===== src/rtl/ov7670_reg_sequencer_if.sv =====
// ov7670_reg_sequencer_if
//   Command channel between the register sequencer and an SCCB master.
//   master modport: drives cmd_valid / cmd_data / cmd_chan, samples cmd_ready.
//   slave modport : samples the command, drives cmd_ready.
//   cmd_data[15:8] is the camera register, cmd_data[7:0] the value to write.
interface ov7670_reg_sequencer_if #(
    parameter int unsigned CHANNELS = 2
);
    localparam int unsigned CH_W = (CHANNELS > 1) ? $clog2(CHANNELS) : 1;

    logic            cmd_valid;
    logic            cmd_ready;
    logic [15:0]     cmd_data;
    logic [CH_W-1:0] cmd_chan;

    modport master (
        output cmd_valid,
        output cmd_data,
        output cmd_chan,
        input  cmd_ready
    );

    modport slave (
        input  cmd_valid,
        input  cmd_data,
        input  cmd_chan,
        output cmd_ready
    );
endinterface


===== src/rtl/ov7670_reg_sequencer.sv =====
// ov7670_reg_sequencer
//   Walks a register table once per camera and hands each {reg,value} word to an
//   SCCB master. 16'hFFFF ends a camera's table, 16'hF0nn waits nn milliseconds,
//   anything else is issued verbatim on cmd_chan = current camera.
// Ports:
//   clk, rst_n  clock, asynchronous active-low reset
//   start       one-cycle pulse that begins a full run (ignored while busy)
//   rom_addr    table read address; rom_data arrives one cycle later (registered ROM)
//   cmd         command channel (master side)
//   busy        run in progress
//   done        per-camera completion flags, held until the next start or reset
//   err         table ran off its last address without an end marker
module ov7670_reg_sequencer #(
    parameter int unsigned CHANNELS     = 2,
    parameter int unsigned ROM_AW       = 8,
    parameter int unsigned TICKS_PER_MS = 25000
) (
    input  logic                   clk,
    input  logic                   rst_n,
    input  logic                   start,
    output logic [ROM_AW-1:0]      rom_addr,
    input  logic [15:0]            rom_data,
    ov7670_reg_sequencer_if.master cmd,
    output logic                   busy,
    output logic [CHANNELS-1:0]    done,
    output logic                   err
);
    localparam int unsigned CH_W  = (CHANNELS > 1) ? $clog2(CHANNELS) : 1;
    // 8 bits for nn plus enough to hold TICKS_PER_MS; 255*T always fits
    localparam int unsigned CNT_W = 8 + $clog2(TICKS_PER_MS);
    localparam logic [ROM_AW-1:0] ADDR_LAST = {ROM_AW{1'b1}};
    localparam logic [CH_W-1:0]   CHAN_LAST = CH_W'(CHANNELS - 1);

    typedef enum logic [3:0] {
        StIdle, StFetch, StWaitRom, StDecode, StIssue,
        StDelay, StNextCh, StFinish, StError
    } state_e;

    state_e              state_q, state_d;
    logic [ROM_AW-1:0]   addr_q, addr_d;
    logic [CH_W-1:0]     chan_q, chan_d;
    logic [CNT_W-1:0]    cnt_q, cnt_d;
    logic                cmd_valid_q, cmd_valid_d;
    logic [15:0]         cmd_data_q, cmd_data_d;
    logic                busy_q, busy_d;
    logic [CHANNELS-1:0] done_q, done_d;
    logic                err_q, err_d;
    // Low for the first cycle after reset release so a start there is not taken
    logic                armed_q;
    logic                advance;

    always_ff @(posedge clk or negedge rst_n) begin
        if (!rst_n) begin
            state_q     <= StIdle;
            addr_q      <= '0;
            chan_q      <= '0;
            cnt_q       <= '0;
            cmd_valid_q <= 1'b0;
            cmd_data_q  <= '0;
            busy_q      <= 1'b0;
            done_q      <= '0;
            err_q       <= 1'b0;
            armed_q     <= 1'b0;
        end else begin
            state_q     <= state_d;
            addr_q      <= addr_d;
            chan_q      <= chan_d;
            cnt_q       <= cnt_d;
            cmd_valid_q <= cmd_valid_d;
            cmd_data_q  <= cmd_data_d;
            busy_q      <= busy_d;
            done_q      <= done_d;
            err_q       <= err_d;
            armed_q     <= 1'b1;
        end
    end

    always_comb begin
        state_d     = state_q;
        addr_d      = addr_q;
        chan_d      = chan_q;
        cnt_d       = cnt_q;
        cmd_valid_d = cmd_valid_q;
        cmd_data_d  = cmd_data_q;
        busy_d      = busy_q;
        done_d      = done_q;
        err_d       = err_q;
        advance     = 1'b0;

        case (state_q)
            StIdle, StError: begin
                if (start && armed_q) begin
                    busy_d  = 1'b1;
                    chan_d  = '0;
                    addr_d  = '0;
                    done_d  = '0;
                    err_d   = 1'b0;
                    state_d = StFetch;
                end
            end
            StFetch:   state_d = StWaitRom;
            StWaitRom: state_d = StDecode;
            StDecode: begin
                if (rom_data == 16'hFFFF) begin
                    state_d = StNextCh;
                end else if (rom_data[15:8] == 8'hF0) begin
                    cnt_d   = CNT_W'(rom_data[7:0]) * CNT_W'(TICKS_PER_MS);
                    state_d = StDelay;
                end else begin
                    cmd_data_d  = rom_data;
                    cmd_valid_d = 1'b1;
                    state_d     = StIssue;
                end
            end
            StIssue: begin
                if (cmd.cmd_ready) begin
                    cmd_valid_d = 1'b0;
                    advance     = 1'b1;
                end
            end
            StDelay: begin
                // A loaded count of N occupies exactly N cycles here (0 and 1 both take one)
                if (cnt_q <= CNT_W'(1)) begin
                    cnt_d   = '0;
                    advance = 1'b1;
                end else begin
                    cnt_d = cnt_q - CNT_W'(1);
                end
            end
            StNextCh: begin
                done_d[chan_q] = 1'b1;
                if (chan_q < CHAN_LAST) begin
                    chan_d  = chan_q + CH_W'(1);
                    addr_d  = '0;
                    state_d = StFetch;
                end else begin
                    state_d = StFinish;
                end
            end
            StFinish: begin
                busy_d  = 1'b0;
                state_d = StIdle;
            end
            default: state_d = StIdle;
        endcase

        // Moving past the last table slot without an end marker is a table fault
        if (advance) begin
            if (addr_q == ADDR_LAST) begin
                err_d   = 1'b1;
                busy_d  = 1'b0;
                state_d = StError;
            end else begin
                addr_d  = addr_q + ROM_AW'(1);
                state_d = StFetch;
            end
        end
    end

    assign rom_addr      = addr_q;
    assign cmd.cmd_valid = cmd_valid_q;
    assign cmd.cmd_data  = cmd_data_q;
    assign cmd.cmd_chan  = chan_q;
    assign busy          = busy_q;
    assign done          = done_q;
    assign err           = err_q;
endmodule

===== src/flat_wrapper.sv =====
// flat-port wrapper written by rule: the top's interface ports become plain ports
module ov7670_reg_sequencer_flat 
#(
    parameter int unsigned CHANNELS     = 2,
    parameter int unsigned ROM_AW       = 8,
    parameter int unsigned TICKS_PER_MS = 25000
)
  (clk, rst_n, start, rom_addr, rom_data, busy, done, err, cmd_cmd_valid, cmd_cmd_data, cmd_cmd_chan, cmd_cmd_ready);
  ov7670_reg_sequencer_if #(.CHANNELS(CHANNELS)) cmd_i ();
  input  logic clk;
  input  logic rst_n;
  input  logic start;
  output logic [ROM_AW-1:0] rom_addr;
  input  logic [15:0] rom_data;
  output logic busy;
  output logic [CHANNELS-1:0] done;
  output logic err;
  output wire logic [$bits(cmd_i.cmd_valid)-1:0] cmd_cmd_valid;
  output wire logic [$bits(cmd_i.cmd_data)-1:0] cmd_cmd_data;
  output wire logic [$bits(cmd_i.cmd_chan)-1:0] cmd_cmd_chan;
  input wire logic [$bits(cmd_i.cmd_ready)-1:0] cmd_cmd_ready;
  assign cmd_cmd_valid = cmd_i.cmd_valid;
  assign cmd_cmd_data = cmd_i.cmd_data;
  assign cmd_cmd_chan = cmd_i.cmd_chan;
  assign cmd_i.cmd_ready = cmd_cmd_ready;
  ov7670_reg_sequencer #(.CHANNELS(CHANNELS), .ROM_AW(ROM_AW), .TICKS_PER_MS(TICKS_PER_MS)) u_core (.clk(clk), .rst_n(rst_n), .start(start), .rom_addr(rom_addr), .rom_data(rom_data), .cmd(cmd_i), .busy(busy), .done(done), .err(err));
endmodule

===== config.mk =====
export PLATFORM = sky130hd
export DESIGN_NAME = ov7670_reg_sequencer_flat
export DESIGN_NICKNAME = d
export VERILOG_FILES = /design/src/rtl/ov7670_reg_sequencer_if.sv /design/src/rtl/ov7670_reg_sequencer.sv /design/src/flat_wrapper.sv
export SDC_FILE = /design/constraint.sdc
export NUM_CORES = 1
export LEC_CHECK = 0
export ABC_AREA = 1
export BUFFER_PORTS_ARGS = -buffer_cell sky130_fd_sc_hd__buf_2
export CAP_MARGIN = 15
export CELL_PAD_IN_SITES_DETAIL_PLACEMENT = 1
export CELL_PAD_IN_SITES_GLOBAL_PLACEMENT = 1
export CORE_UTILIZATION = 45
export CTS_CLUSTER_SIZE = 40
export DETAILED_ROUTE_END_ITERATION = 8
export PLACE_DENSITY = 0.93
export SYNTH_ARGS = -nofsm -noshare
export SYNTH_HDL_FRONTEND = slang
export SYNTH_SLANG_ARGS = --single-unit

===== constraint.sdc =====
create_clock -name clk -period 3.2 [get_ports clk]
set_input_delay 0.8 -clock clk [delete_from_list [all_inputs] [get_ports clk]]
set_output_delay 0.8 -clock clk [all_outputs]
set_load 0.05 [all_outputs]

==> impl_results.md, run 1 <==
- Die Span Y: 109.6 um
- Stopped at: global routing
- Starting Density: a little under half
- Synth area leaders: dfrtp_1 (28%), nand2_1 (15%), ha_1 (14%), inv_1 (6.2%), nand3_1 (4.9%)
- Yosys warning count: 0
- Post-DP HPWL: about 15 mm
- Share of the synthesized area in the top cell type: between 20 and 30%
- Mean post-synth cell area: roughly 7.4 um2
- Worst EP post-GRT repair: u_core.cnt_q[22]$_DFFE_PN0P_/D
- Synth Instances: about 700
- Clock tree root driver cell: clkbuf_16
- Post-synth EDFFs: 0
- Mapped cell area: about 5200 um2
- Site row count: 38
- Total gr overflow: 2
- Num CTS Buffers: 9
- Outcome: did not finish
- #FFs+latches synth: a little under 60
- H-Tree Depth: 3
- Register area share after synthesis: between 20% and 30%
- WEP type: sequential cell input
- Worst slack, placed: -665.4 ps
- Dominant cell type by area after synthesis: dfrtp_1
- Clock tree sinks: 58
- Post-synthesis async set-or-reset flop share: 100.0%
- Synth cell types: 38
- Placer Congestion: 0.9106
- Port Buffers: 49
- Die width: ~110 um
- Largest net degree at the start of global routing: 31
- Synth Flop Type: dfrtp_1
- Clock Tree Buf Depth: 2
- Tool Error: [ERROR GRT-0232] Routing congestion too high. Check the congestion heatmap in the GUI.
- Tot GR Track Use: ~63%
- I/O pins: 50
- Syn nets: between 700 and 800
synth_stat cells (12+ instances only):
cell     count
o21ai_1     13
o21ai_0     15
nor2_2      13
a21oi_1     22
xor2_1      15
fa_1        12
dfrtp_1     58
inv_1       86
nand2_1    208
nor2_1      66
nand3_1     51
ha_1        57
kinds of logic after synthesis:
family                     count (synthesis)  share of synthesized area, %
xor gates and xnor gates                  21                         3.529
buffers and inverters                    105                         8.499
adders and majority gates                 69                         18.30
DFF                                       58                         27.85
muxes                                     10                         2.665
AOI/OAI and AO/OA                         58                         5.858
other                                      1                       0.07196
and+or+nand+nor                          379                         33.23
metrics by stage:
stage / hold WS (ps) / cells / area (um2)
floorplan: 484.6 / 701 / 5379
global placement: 452.6 / 921 / 6035
detailed placement: 469.2 / 921 / 6035
CTS: 484.5 / 941 / 6759
layer usage:
metal / GRT overflow / global-route usage (%)
met1: 0 / 64.62
met2: 2 / 84.64
met3: 0 / 39.00
met4: 0 / 63.33
met5: 0 / 9.375
what timing repair did:
action                                  4_1_cts
hold buffers                                  0
resized for setup                            83
endpoints found under the setup margin       13
buffers inserted                              4
hold endpoints to repair                      0
pin swaps                                    31
==> inputs of run 2 (changes only) <==
--- a/config.mk
+++ b/config.mk
@@ -8,12 +8,9 @@
 export ABC_AREA = 1
 export BUFFER_PORTS_ARGS = -buffer_cell sky130_fd_sc_hd__buf_2
 export CAP_MARGIN = 15
-export CELL_PAD_IN_SITES_DETAIL_PLACEMENT = 1
-export CELL_PAD_IN_SITES_GLOBAL_PLACEMENT = 1
-export CORE_UTILIZATION = 45
-export CTS_CLUSTER_SIZE = 40
+export CORE_UTILIZATION = 30
 export DETAILED_ROUTE_END_ITERATION = 8
-export PLACE_DENSITY = 0.93
+export PLACE_DENSITY_LB_ADDON = 0.15
 export SYNTH_ARGS = -nofsm -noshare
 export SYNTH_HDL_FRONTEND = slang
 export SYNTH_SLANG_ARGS = --single-unit
==> impl_results.md, run 2 <==
- Outcome: finished, violations left
- Failing checks: negative setup slack
- Vias: 4755
- Count of final hold-check violations: 0
- Post-synth top cells: nand2_1 (208), inv_1 (86), nor2_1 (66)
- Number of global-route vias before repair: ~4700
- Initial antenna violation count: 0
- Die ar.: approximately 18000 um2
- CTS Hold Bufs: 0 (unchanged)
- Max cap viols: 0
- Hold Crit Start: u_core.err
- Crit-path cells: buf_12, ha_4, ha_4, inv_2, fa_1, inv_1, fa_2, ha_4, nand2_4, nand2_2, nand2_2, nand3_4, buf_6, nand2_2, nand3_1, nand3_2, nand2_1, nand2_1, nand2_1
- Dominant cell type by area after synthesis: dfrtp_1
- Setup WS post-layout: -123.4 ps
- Fin. max-slew vios: 0
- # DRC: 0
- Ant diodes: 0
- Max_slew headroom: between 40% and 50%
- Tot GR Track Use: roughly 16%
- Placed cell areas: 6182 um2 (+2.4%)
- Starting Density: 31.09% (-16 points)
- Site row count: 47 (+24%)
- Setup violators final: 13
- Path type of the worst min-delay path: register to register
- Later-pin clock latency in the skew report: ~340 ps
- Synth Instances: 701 (unchanged)
- Synth area leaders: dfrtp_1 (28%), nand2_1 (15%), ha_1 (14%), inv_1 (6.2%), nand3_1 (4.9%)
- Register area share after synthesis: 27.85% (unchanged)
- Post-synth EDFFs: 0 (unchanged)
- Count leader, synth: nand2_1
- Most common cell after layout, fill and taps aside: nand2_1
- CP required: around 3400 ps
- Top Family by Delay on Critical Path: adder cells
- Antenna-violating nets left: 0
- Pre-antenna DRT Iters: 4
- Crit start category: input port
- Clock Tree Buf Depth: 2 (unchanged)
- Finished Core Util: approximately two fifths
- Total chip power: ~5.8 mW
- Port Buffers: 49 (unchanged)
- Largest reg by FF count: u_core.cnt_q
- Syn nets: 790 (unchanged)
- Yosys warning count: 0 (unchanged)
- Clock tree sinks: 58 (unchanged)
- Post-DP HPWL: 10.81 mm (-28%)
- Most frequent cells in the layout: nand2_1 (183), inv_1 (82), nor2_1 (60)
- Unrepaired setup endpoints after global routing: true
- Core area: between 15000 and 20000 um2
- Worst Path Arrival: between 3000 and 4000 ps
- First-pass GRT wire length: 23.14 mm
- Peak VDD IR: around 440 uV
- Clock tree from TritonCTS: done
- Finished layout cell area: 6873 um2
- Lkg Pwr: approximately 3.5 nW
- CP Class: input port to register
- Total gr overflow: 0
- Clk_skew: 7.848 ps
- Placer Congestion: 0.8560 (-6.0%)
- Largest net degree at the start of global routing: a little under 60
- Routed WL per cell: 13.69 um
- Detailed Route WL: 14.06 mm
- Clock tree root driver cell: clkbuf_16
- Critical path peak fanout: 5
- Vias per cell: between 4 and 5
- Share of layout cells above drive strength 1: 30.98%
- I/O pins: 50 (unchanged)
- F_max: ~300 MHz
- Post-layout nets: approximately 900
- Crit end category: register
- DR iter-0 viols: 243
- #FFs+latches synth: 58 (unchanged)
- Final period utilization: 103.9%
- Post-synthesis async set-or-reset flop share: 100.0% (unchanged)
- Die width: 133.8 um (+22%)
- Min Tclk post-route: 3323 ps
- Num CTS Buffers: 9 (unchanged)
- P&R area growth vs syn: 31.88%
- Synth Flop Type: dfrtp_1
- WP buf/inv: 4
- H-Tree Depth: 3 (unchanged)
- CP Launch Point: rom_data[4]
- Worst-path clk slew: ~50 ps
- Mean post-synth cell area: 7.434 um2 (unchanged)
- Setup TNS: -839.5 ps
- Mapped cell area: 5211 um2 (unchanged)
- Share of the synthesized area in the top cell type: 27.85% (unchanged)
- Die Span Y: 133.8 um (+22%)
- Crit-path max cell delay: ~540 ps
- Largest register FFs: 23
- Synth cell types: 38 (unchanged)
- CP max-delay cell: fa_2
- P per Cell Area: roughly 840 nW/um2
- Worst r2r src: u_core.state_q[3]
- Worst-Margin Slew: about 820 ps
-- run 2: cell counts after synthesis --
Identical to the previous run, type by type.
-- run 2: power by group --
group          total [mW]  switching, mW  internal, mW  leakage (nW)
Clock               0.965          0.348         0.617         0.142
Combinational        3.45           2.14          1.31          2.63
Sequential           1.38          0.321          1.06         0.709
-- run 2: kinds of logic (layout without fill, tap and decap cells) --
family | count (synthesis) | after routing | share of synthesized area, %
buffers and inverters | 105 | 211 | 8.499
AND/OR/NAND/NOR | 379 | 379 | 33.23
flip-flops | 58 | 58 | 27.85
other | 1 | 1 | 0.07196
XOR/XNOR | 21 | 21 | 3.529
AO/OA/AOI/OAI | 58 | 58 | 5.858
adder cells (fa/ha/maj) | 69 | 69 | 18.30
multiplexers | 10 | 10 | 2.665
-- run 2: timing repair --
item / 4_1_cts / 5_1_grt
gates resized for setup: 43 / 43
pin swaps: 28 / 28
gates cloned: 0 / 0
buffers inserted: 3 / 1
endpoints found under the setup margin: 13 / 14
-- run 2: cell type report --
| type | instances | area, um2 |
|---|---|---|
| Sequential cell | 58 | 1451 |
| Timing Repair Buffer | 100 | 676.9 |
| Tap cell | 220 | 275.3 |
| Clock buffer | 12 | 246.5 |
| Fill cell | 1692 | 9887 |
| Inverter | 96 | 365.4 |
| Multi-Input combinational cell | 538 | 3817 |
| Clock inverter | 3 | 40.04 |
-- run 2: worst register-to-register path: cells and delay by family, from the launching register on --
kind | cells | cell delay [ps]
DFF | 1 | 410
buffers and inverters | 4 | 650
and+or+nand+nor | 7 | 830
-- run 2: worst paths after layout --
check	to	slack (ps)	cells past startpoint
worst max-delay path	u_core.cnt_q[16]	-120	19
worst min-delay path	u_core.err	480	2
worst max register to register	u_core.cnt_q[17]	1260	11
worst min register to register	u_core.err	480	2
max in group asynchronous	u_core.cnt_q[10]	2020	2
min in group asynchronous	u_core.cmd.cmd_data[7]	640	2
-- run 2: routing by layer --
layer | vias up | routed length, um | global-route usage [%]
met4 | 0 | 128 | 4.924
met3 | 11 | 525 | 2.759
li1 | 2447 | - | -
met1 | 2219 | 6656 | 21.61
met5 | - | 0 | 0
met2 | 78 | 6752 | 27.20
-- run 2: through the flow --
stage	cells	setup slack (ps)	hold WS, ps
3_3_place_gp	1009	-582.5	459.6
5_1_grt	1027	-248.5	504.5
4_1_cts	1026	-165.2	484.4
6_report	1027	-123.4	484.5
3_5_place_dp	1009	-607.4	463.1
2_1_floorplan	701	-113.5	484.6
Note: power is estimated with default switching activity, not from simulation.
